===== src/rtl/sys_ctrl_pkg.sv =====
// Shared definitions for the system reset sequencer.
//   - state_e     : sequencer states
//   - cnt_width() : bits needed to hold the values 0..cycles
//   - DEF_*       : default parameter values for rst_seq_ctrl
package sys_ctrl_pkg;

  typedef enum logic [2:0] {
    HOLD,
    WAIT_LOCK,
    RELEASE,
    RUN,
    SOFT
  } state_e;

  localparam int   DEF_NUM_CH      = 4;
  localparam int   DEF_POR_CYCLES  = 16;
  localparam int   DEF_STAGE_GAP   = 8;
  localparam int   DEF_SOFT_CYCLES = 4;
  localparam int   DEF_TICK_DIV    = 50;
  localparam int   DEF_CNT_W       = 16;
  localparam logic DEF_RST_ACTIVE  = 1'b0;

  // Smallest width (at least 1) whose unsigned range covers 0..cycles.
  function automatic int cnt_width(input int cycles);
    int w;
    w = 1;
    while (w < 31 && (1 << w) <= cycles) w++;
    return w;
  endfunction

endpackage


===== src/rtl/rst_seq_ctrl_tick_gen.sv =====
// Periodic clock-enable generator.
//   clk   : system clock
//   rst_n : synchronous active-low reset
//   en    : counting enable; while low the divider is cleared and tick is 0
//   tick  : registered one-cycle pulse every TICK_DIV enabled cycles
module tick_gen #(
  parameter int TICK_DIV = 50,
  parameter int CNT_W    = 16
) (
  input  logic clk,
  input  logic rst_n,
  input  logic en,
  output logic tick
);

  localparam logic [CNT_W-1:0] LAST = CNT_W'(TICK_DIV - 1);

  logic [CNT_W-1:0] cnt_q;

  // NOTE: sequential state is written with non-blocking assignments so every
  // register samples the pre-edge values of the others.
  always_ff @(posedge clk) begin
    if (!rst_n) begin
      cnt_q <= '0;
      tick  <= 1'b0;
    end else if (!en) begin
      cnt_q <= '0;
      tick  <= 1'b0;
    end else if (cnt_q == LAST) begin
      cnt_q <= '0;
      tick  <= 1'b1;
    end else begin
      cnt_q <= cnt_q + 1'b1;
      tick  <= 1'b0;
    end
  end

endmodule


===== src/rtl/rst_seq_ctrl.sv =====
// System reset sequencer and tick generator.
// Holds NUM_CH reset domains after power-on, waits for PLL lock, releases the
// domains in ascending order STAGE_GAP cycles apart, then runs a periodic
// tick. Channels 1..NUM_CH-1 can be soft-reset from RUN; channel 0 is the
// always-on domain. Loss of lock re-sequences everything (without POR hold).
//   clk          : system clock
//   rst_n        : synchronous active-low reset
//   pll_locked   : PLL lock status, synchronous to clk
//   soft_rst_req : soft reset request, level-sampled, honoured only in RUN
//   rst_out      : per-channel reset, RST_ACTIVE = held in reset
//   ready        : all channels released
//   tick         : one-cycle enable pulse every TICK_DIV cycles while ready
module rst_seq_ctrl
  import sys_ctrl_pkg::*;
#(
  parameter int   NUM_CH      = DEF_NUM_CH,
  parameter int   POR_CYCLES  = DEF_POR_CYCLES,
  parameter int   STAGE_GAP   = DEF_STAGE_GAP,
  parameter int   SOFT_CYCLES = DEF_SOFT_CYCLES,
  parameter int   TICK_DIV    = DEF_TICK_DIV,
  parameter int   CNT_W       = DEF_CNT_W,
  parameter logic RST_ACTIVE  = DEF_RST_ACTIVE
) (
  input  logic              clk,
  input  logic              rst_n,
  input  logic              pll_locked,
  input  logic              soft_rst_req,
  output logic [NUM_CH-1:0] rst_out,
  output logic              ready,
  output logic              tick
);

  localparam longint CNT_LIMIT = longint'(1) << CNT_W;

  if (NUM_CH < 2 || POR_CYCLES < 1 || STAGE_GAP < 1 || SOFT_CYCLES < 1 ||
      TICK_DIV < 1 || CNT_W < 1 || CNT_W > 32 ||
      longint'(POR_CYCLES) >= CNT_LIMIT || longint'(STAGE_GAP) >= CNT_LIMIT ||
      longint'(SOFT_CYCLES) >= CNT_LIMIT || longint'(TICK_DIV) >= CNT_LIMIT)
  begin : g_bad_params
    $error("rst_seq_ctrl: illegal parameter combination");
  end

  // ch_idx must also hold NUM_CH, the value it reaches after the last release.
  localparam int IDX_W = cnt_width(NUM_CH);

  localparam logic [CNT_W-1:0]  POR_LAST   = CNT_W'(POR_CYCLES - 1);
  localparam logic [CNT_W-1:0]  GAP_LAST   = CNT_W'(STAGE_GAP - 1);
  localparam logic [CNT_W-1:0]  SOFT_LAST  = CNT_W'(SOFT_CYCLES - 1);
  localparam logic [IDX_W-1:0]  LAST_CH    = IDX_W'(NUM_CH - 1);
  localparam logic [NUM_CH-1:0] ALL_ACTIVE = {NUM_CH{RST_ACTIVE}};

  state_e            state_q, state_d;
  logic [CNT_W-1:0]  cnt_q,   cnt_d;
  logic [IDX_W-1:0]  ch_q,    ch_d;
  logic [NUM_CH-1:0] rst_q,   rst_d;
  logic              ready_q, ready_d;
  logic              tick_en;

  // NOTE: every signal assigned here gets a default first, so no path through
  // the block leaves a value unassigned and no latch is inferred.
  always_comb begin
    state_d = state_q;
    cnt_d   = cnt_q;
    ch_d    = ch_q;
    rst_d   = rst_q;
    ready_d = ready_q;

    case (state_q)
      HOLD: begin
        // pll_locked is deliberately ignored until the hold has elapsed.
        if (cnt_q == POR_LAST) begin
          state_d = WAIT_LOCK;
          cnt_d   = '0;
        end else begin
          cnt_d = cnt_q + 1'b1;
        end
      end

      WAIT_LOCK: begin
        if (pll_locked) begin
          state_d = RELEASE;
          cnt_d   = '0;
          ch_d    = '0;
        end
      end

      RELEASE: begin
        if (cnt_q == GAP_LAST) begin
          for (int k = 0; k < NUM_CH; k++) begin
            if (ch_q == IDX_W'(k)) rst_d[k] = ~RST_ACTIVE;
          end
          ch_d  = ch_q + 1'b1;
          cnt_d = '0;
          if (ch_q == LAST_CH) begin
            state_d = RUN;
            ready_d = 1'b1;
          end
        end else begin
          cnt_d = cnt_q + 1'b1;
        end
      end

      RUN: begin
        if (soft_rst_req) begin
          state_d             = SOFT;
          cnt_d               = '0;
          ready_d             = 1'b0;
          rst_d[NUM_CH-1:1]   = {(NUM_CH-1){RST_ACTIVE}};
        end
      end

      SOFT: begin
        // Re-release starts at channel 1; channel 0 never dropped.
        if (cnt_q == SOFT_LAST) begin
          state_d = RELEASE;
          cnt_d   = '0;
          ch_d    = IDX_W'(1);
        end else begin
          cnt_d = cnt_q + 1'b1;
        end
      end

      default: begin
        state_d = HOLD;
        cnt_d   = '0;
        ch_d    = '0;
        rst_d   = ALL_ACTIVE;
        ready_d = 1'b0;
      end
    endcase

    // Loss of lock outranks soft reset and any release progress.
    if (state_q inside {RELEASE, RUN, SOFT} && !pll_locked) begin
      state_d = WAIT_LOCK;
      cnt_d   = '0;
      ch_d    = '0;
      rst_d   = ALL_ACTIVE;
      ready_d = 1'b0;
    end
  end

  always_ff @(posedge clk) begin
    if (!rst_n) begin
      state_q <= HOLD;
      cnt_q   <= '0;
      ch_q    <= '0;
      rst_q   <= ALL_ACTIVE;
      ready_q <= 1'b0;
    end else begin
      state_q <= state_d;
      cnt_q   <= cnt_d;
      ch_q    <= ch_d;
      rst_q   <= rst_d;
      ready_q <= ready_d;
    end
  end

  assign rst_out = rst_q;
  assign ready   = ready_q;

  // The divider only runs while ready is high now and stays high across this
  // edge: it starts counting the edge after ready rises, and tick is cleared
  // on the very edge that ready falls.
  assign tick_en = ready_q & ready_d;

  tick_gen #(
    .TICK_DIV (TICK_DIV),
    .CNT_W    (CNT_W)
  ) u_tick_gen (
    .clk   (clk),
    .rst_n (rst_n),
    .en    (tick_en),
    .tick  (tick)
  );

endmodule


===== config.mk =====
export PLATFORM = sky130hd
export DESIGN_NAME = rst_seq_ctrl
export DESIGN_NICKNAME = d
export VERILOG_FILES = /design/src/rtl/sys_ctrl_pkg.sv /design/src/rtl/rst_seq_ctrl_tick_gen.sv /design/src/rtl/rst_seq_ctrl.sv
export SDC_FILE = /design/constraint.sdc
export NUM_CORES = 1
export LEC_CHECK = 0
export CAP_MARGIN = 20
export CELL_PAD_IN_SITES_DETAIL_PLACEMENT = 0
export CELL_PAD_IN_SITES_GLOBAL_PLACEMENT = 2
export CORE_MARGIN = 5
export CORE_UTILIZATION = 40
export DETAILED_ROUTE_END_ITERATION = 10
export HOLD_SLACK_MARGIN = 0.08
export MAX_ROUTING_LAYER = met4
export PLACE_DENSITY = 0.86
export SYNTH_ARGS = -nofsm -noshare
export SYNTH_HDL_FRONTEND = slang
export SYNTH_HIERARCHICAL = 1
export SYNTH_SLANG_ARGS = --single-unit

===== constraint.sdc =====
create_clock -name clk -period 3.1 [get_ports clk]
set_input_delay 0.775 -clock clk [delete_from_list [all_inputs] [get_ports clk]]
set_output_delay 0.775 -clock clk [all_outputs]
set_load 0.01 [all_outputs]

== Word level (Yosys, flattened, before mapping) ==
Cells that the tools add are included.

* $add $sub $neg: 3
* Equal/unequal tests: 26
* Multiplexer cells: 32
* Bitwise gates (word level): 6
* Reduce and logical (&&, ||, !) cells: 19

{| class="wikitable"
|+ Operators by type and width
! kind !! count
|-
| two-way mux 16 bit || 5
|-
| one-hot mux 16 bit (5 select lines) || 1
|-
| adder 16 x 1 -> 16 bit (second input constant) || 2
|-
| two-way mux 3 bit || 10
|-
| inequality test 2 bit (second input constant) || 9
|-
| == test 16 x 2 -> 1 bit (second input constant) || 1
|-
| == test 16 x 3 -> 1 bit (second input constant) || 1
|-
| == test 16 x 4 -> 1 bit (second input constant) || 1
|-
| == test 16 x 6 -> 1 bit (second input constant) || 1
|-
| AND reduction 4 bit || 4
|-
| one-hot mux 3 bit (5 select lines) || 1
|-
| == test 3 x 2 -> 1 bit (second input constant) || 4
|-
| inequality test 3 x 2 -> 1 bit (second input constant) || 4
|-
| one-hot mux 3 bit (4 select lines) || 1
|-
| AND reduction 6 bit || 2
|-
| two-way mux 1 bit || 10
|-
| one-hot mux 3 bit (3 select lines) || 1
|-
| == test 3 x 1 -> 1 bit (second input constant) || 2
|-
| logical NOT 3 bit || 2
|-
| inequality test 3 bit (second input constant) || 2
|-
| OR reduction 3 bit || 2
|-
| inverter 1 bit || 5
|-
| two-way mux 4 bit || 1
|-
| AND reduction 2 bit || 2
|-
| 11 further kinds || 12
|}

* Bits in registers: 44
* Output and inout port bits: 6

== Depth between registers and ports, before layout ==
* Depth in word-level cells: 8
* Depth in mapped cells: 9
* Gate-level depth less buffers: 7

== Modules after synthesis ==
The synthesis kept the hierarchy.

{| class="wikitable"
|+ Modules (own cells, without submodules)
! module !! times used !! cells each !! area each (um^2) !! seq. area each (um^2)
|-
| rst_seq_ctrl || 1 || 182 || 1552.7 || 540.5
|-
| tick_gen || 1 || 85 || 784.5 || 340.3
|}

== Worst setup path before layout ==
Ideal clock, no wire load.

* Path type: input -> register
* From: input port pll_locked
* To: register cnt_q[7] (netlist name)
* Arrival: 1852 ps
* Path slack: 1179 ps
* Stages: 5
* Path buffers: 0
* Cells stage by stage: nand2b_1 -> a311oi_1 -> and4b_1 -> o21ai_0 -> a21oi_1

{| class="wikitable"
|+ RTL lines
! item !! line !! source
|-
| start, declared || rst_seq_ctrl.sv:26 || <nowiki>input logic pll_locked,</nowiki>
|}

== Final worst setup path ==
* From: input port soft_rst_req
* To: register u_tick_gen.cnt_q[9]

* Cells in the longest elaborated chain, start to end: 6

{| class="wikitable"
|+ Ends and longest elaborated chain
! item !! line !! source
|-
| start, declared || rst_seq_ctrl.sv:27 || <nowiki>input logic soft_rst_req,</nowiki>
|-
| two-way mux 1 bit || rst_seq_ctrl.sv:104 || <nowiki>if (soft_rst_req) begin</nowiki>
|-
| one-hot mux 1 bit (3 select lines) || rst_seq_ctrl.sv:68 || <nowiki>case (state_q)</nowiki>
|-
| two-way mux 1 bit || rst_seq_ctrl.sv:133 || <nowiki>if (state_q inside {RELEASE, RUN, SOFT} && !pll_locked) begin</nowiki>
|-
| AND 1 bit || rst_seq_ctrl.sv:164 || <nowiki>assign tick_en = ready_q & ready_d;</nowiki>
|-
| via tick_en || rst_seq_ctrl.sv:57 || <nowiki>logic tick_en;</nowiki>
|-
| inverter 1 bit (no line) || - ||
|-
| OR reduction 3 bit (no line) || - ||
|-
| end signal, assigned || rst_seq_ctrl_tick_gen.sv:33 || <nowiki>cnt_q <= cnt_q + 1'b1;</nowiki>
|-
| end, declared || rst_seq_ctrl_tick_gen.sv:18 || <nowiki>logic [CNT_W-1:0] cnt_q;</nowiki>
|}

The timed path passes the listed nets, and every way through them passes these cells.
A chain may end at the register's enable or synchronous reset.

==> qor.yml <==
yosys:
  synthCells: 267
  async_reset_ff_share_pct: 0
  synth-simple-area-share_pct: 32.5
  yosysWarnings: 6
  ys_seq_area_share_pct: 37.7
  synthMuxAreaShare_pct: 0
  synth_fa_ha_area_share_pct: 4.28
  avgSynthCellArea_um2: 8.75
  yosys.area_share.xor_xnor_pct: 10.1
  synth_ff_type: "dfxtp_1"
  synth_edf_count: 0
  synth_top_family_by_area: "simple AND/OR/NAND/NOR gates"
  synth_compound_area_share_pct: 11.0
  ys_ff_latch: 44
  syn-cell-area_um2: 2340
  syn_nets: 279
  synth_cell_types: 52
placed_design:
  place_area_um2: 2480
  gp_congestion: 0.734
  dpl.hpwl_mm: 3.38
  place_ws_ns: 0.447
  portBuffers: 9
timing:
  finalSetupViolations: 0
  fin_worst_skew_ns: 0.00607
  setup_ws_ns: 0.821
  hold_violations: 0
  rsz0062_at_grt: "no"
  worst_slew_pin_slew_ns: 0.528
  maxSlewViolCount: 0
  slew_headroom_pct: 64.4
  tns_ns: 0
  fin_crit_ns: 2.28
  period_share_pct: 73.5
  max_freq_ghz: 0.439
grt:
  busiest_layer: "met2"
  met2_usage_pct: 20.3
  use_met3_pct: 3.14
  grt_max_degree: 17
  grt_pass1_vias: 1661
  gr-usage-met1_pct: 18.9
  grt_overflow: 0
  grt.total_usage_pct: 13.7
  grt_pass1_wl_mm: 7.98
  antenna_found_initial: 0
worst_setup_path:
  path_class: "input pin to flop"
  crit_slowest_cell: "clkdlybuf4s50_1"
  startpoint: "soft_rst_req"
  cp-end-kind: "flop"
  r2r_cells: 6
  cpPeakStageDelay_ns: 0.47
  cp_data_required_time_ns: 3.32
  crit_arrival_ns: 2.50
  reg2reg_slack_ns: 1.08
  crit_path_start_kind: "input pin"
  crit_fanout: 16
  crit_end: "u_tick_gen/cnt_q[9]"
  crit_path_cell_trace: "clkdlybuf4s50_1, a21oi_2, a21oi_1, nor3b_1, nand3_2, nor2_1"
  worstReg2RegEnd: "ch_q[1]"
  rr_startpoint: "cnt_q[0]"
routing:
  drt_iter0_markers: 58
  ant_nets: 0
  route.detailed.drc: 0
  drtPass1Iterations: 4
  wl_mm: 4.64
  via_per_inst: 5.09
  routedWlPerCell_um: 13.2
  num_vias: 1780
clocking:
  clockRootBuffer: "clkbuf_8"
  path_clk_slew_ns: 0.08
  cts.sinks: 44
  hold_buffers: 0
  numCtsBuffers: 5
  clock_path_buffers: 2
  cts_setup_buffers: 0
  clk_latency_ns: 0.29
  htreeDepth: 2
  cts_resized: 0
  cts_tree: "done"
cells_and_area:
  mostFrequentLayoutCells: "44 x dfxtp_1, 41 x nor2_1, 18 x nand2_1"
  finish.utilization_pct: 46.6
  fill_cells: 570
  antenna_cells: 0
  final_cell_area_um2: 2610
  final_common_cell: "dfxtp_1"
  flow.area_growth_from_synthesis_pct: 11.7
  final_nets: 290
  drive_above_1_share_pct: 10.1
flow_run:
  drv_cap: 0
floorplan:
  initial_core_util_pct: 41.7
  die_x_um: 86.4
  fp-row-count: 27
  core_area_um2: 5610
  dieArea_um2: 7470
  ios: 10
  die_y_um: 86.4
power:
  p_total_w: 0.00111
  p_leak_nw: 0.857
  pwr_density_cell_nw_per_um2: 424
  vdd_drop_max_v: 0.000209
status:
  outcome: "finished clean"
worst_hold_path:
  min_path_type: "flop to flop"
[flip-flops by register name, summed over array words and instances, names as in the netlist]
signal and count:
ch_q 3, cnt_q 16, ready 1, rst_out 4, state_q 3, u_tick_gen/cnt_q 16, u_tick_gen/tick 1
[worst min path at each step]
stage / from / end / slack [ns] / cells after the start
after floorplan: cnt_q[1] / cnt_q[1] / 0.45 / 2
final: cnt_q[1] / cnt_q[1] / 0.48 / 2
after global routing: cnt_q[1] / cnt_q[1] / 0.51 / 2
after detailed placement: cnt_q[1] / cnt_q[1] / 0.47 / 2
after global placement: cnt_q[1] / cnt_q[1] / 0.47 / 2
after CTS: cnt_q[1] / cnt_q[1] / 0.49 / 2
[area by class of cell]
class                   instances  area, µm²  area share (%)
flip-flops and latches         44        881            33.7
inverters                      12       45.0            1.72
multi-input cells             203       1350            51.8
clock buffers                   5       68.8            2.64
clock inverters                 2       60.1            2.30
repair buffers                 12        113            4.31
well taps                      72       90.1            3.45
[kinds of logic after synthesis]
kind of cell	after synthesis
AOI/OAI and AO/OA	39
and+or+nand+nor	129
DFF	44
buffers and inverters	20
xor gates and xnor gates	27
adders and majority gates	8
[worst max-delay path, delay by kind of cell]
family	cells	cell delay (ns)
AO/OA/AOI/OAI	2	0.38
buffers and inverters	1	0.47
AND/OR/NAND/NOR	3	0.86
[stage by stage]
step | hold slack [ns] | instances
CTS | 0.486 | 350
floorplan | 0.446 | 267
detailed placement | 0.474 | 343
finish | 0.480 | 350
global route | 0.511 | 350
global placement | 0.468 | 343
[report_power, final]
part / switching [W] / total, W / internal [W]
Sequential: 0.00000409 / 0.000572 / 0.000568
Clock: 0.000192 / 0.000509 / 0.000317
Combinational: 0.0000146 / 0.0000255 / 0.0000109
[synthesized netlist by cell type, types with 2 or more instances]
cell      count  area share [%]
dfxtp_1      44              38
a311oi_1      4             1.5
or3b_1        2            0.75
nand3_1      13             2.8
and3b_1       2            0.75
nand2_1      18             2.9
nor2b_1       2            0.54
and4_1        2            0.75
nand4_1       9             2.4
inv_1        12             1.9
o21ai_0      10             2.1
o21a_1        3            0.96
nor2_1       41             6.6
a211oi_1      2            0.64
xor2_1       12             4.5
nor4_1        7             1.9
nor2_2        3            0.80
and3_1        3            0.80
buf_4         3            0.96
xnor2_1      15             5.6
nor3_1        5             1.1
nor4_4        3             2.7
a21oi_2       2            0.75
ha_1          8             4.3
nand2b_1      2            0.54
a21oi_1      10             2.1
buf_6         2            0.96
nor3b_1       4             1.3
[routing by layer]
layer,share of wire (%),vias to the layer above
li1,-,957
met1,52,806
met2,45,11
met3,1.9,6
met4,0.95,0
met5,0,-
No activity file was read; power rests on OpenSTA's default activity.
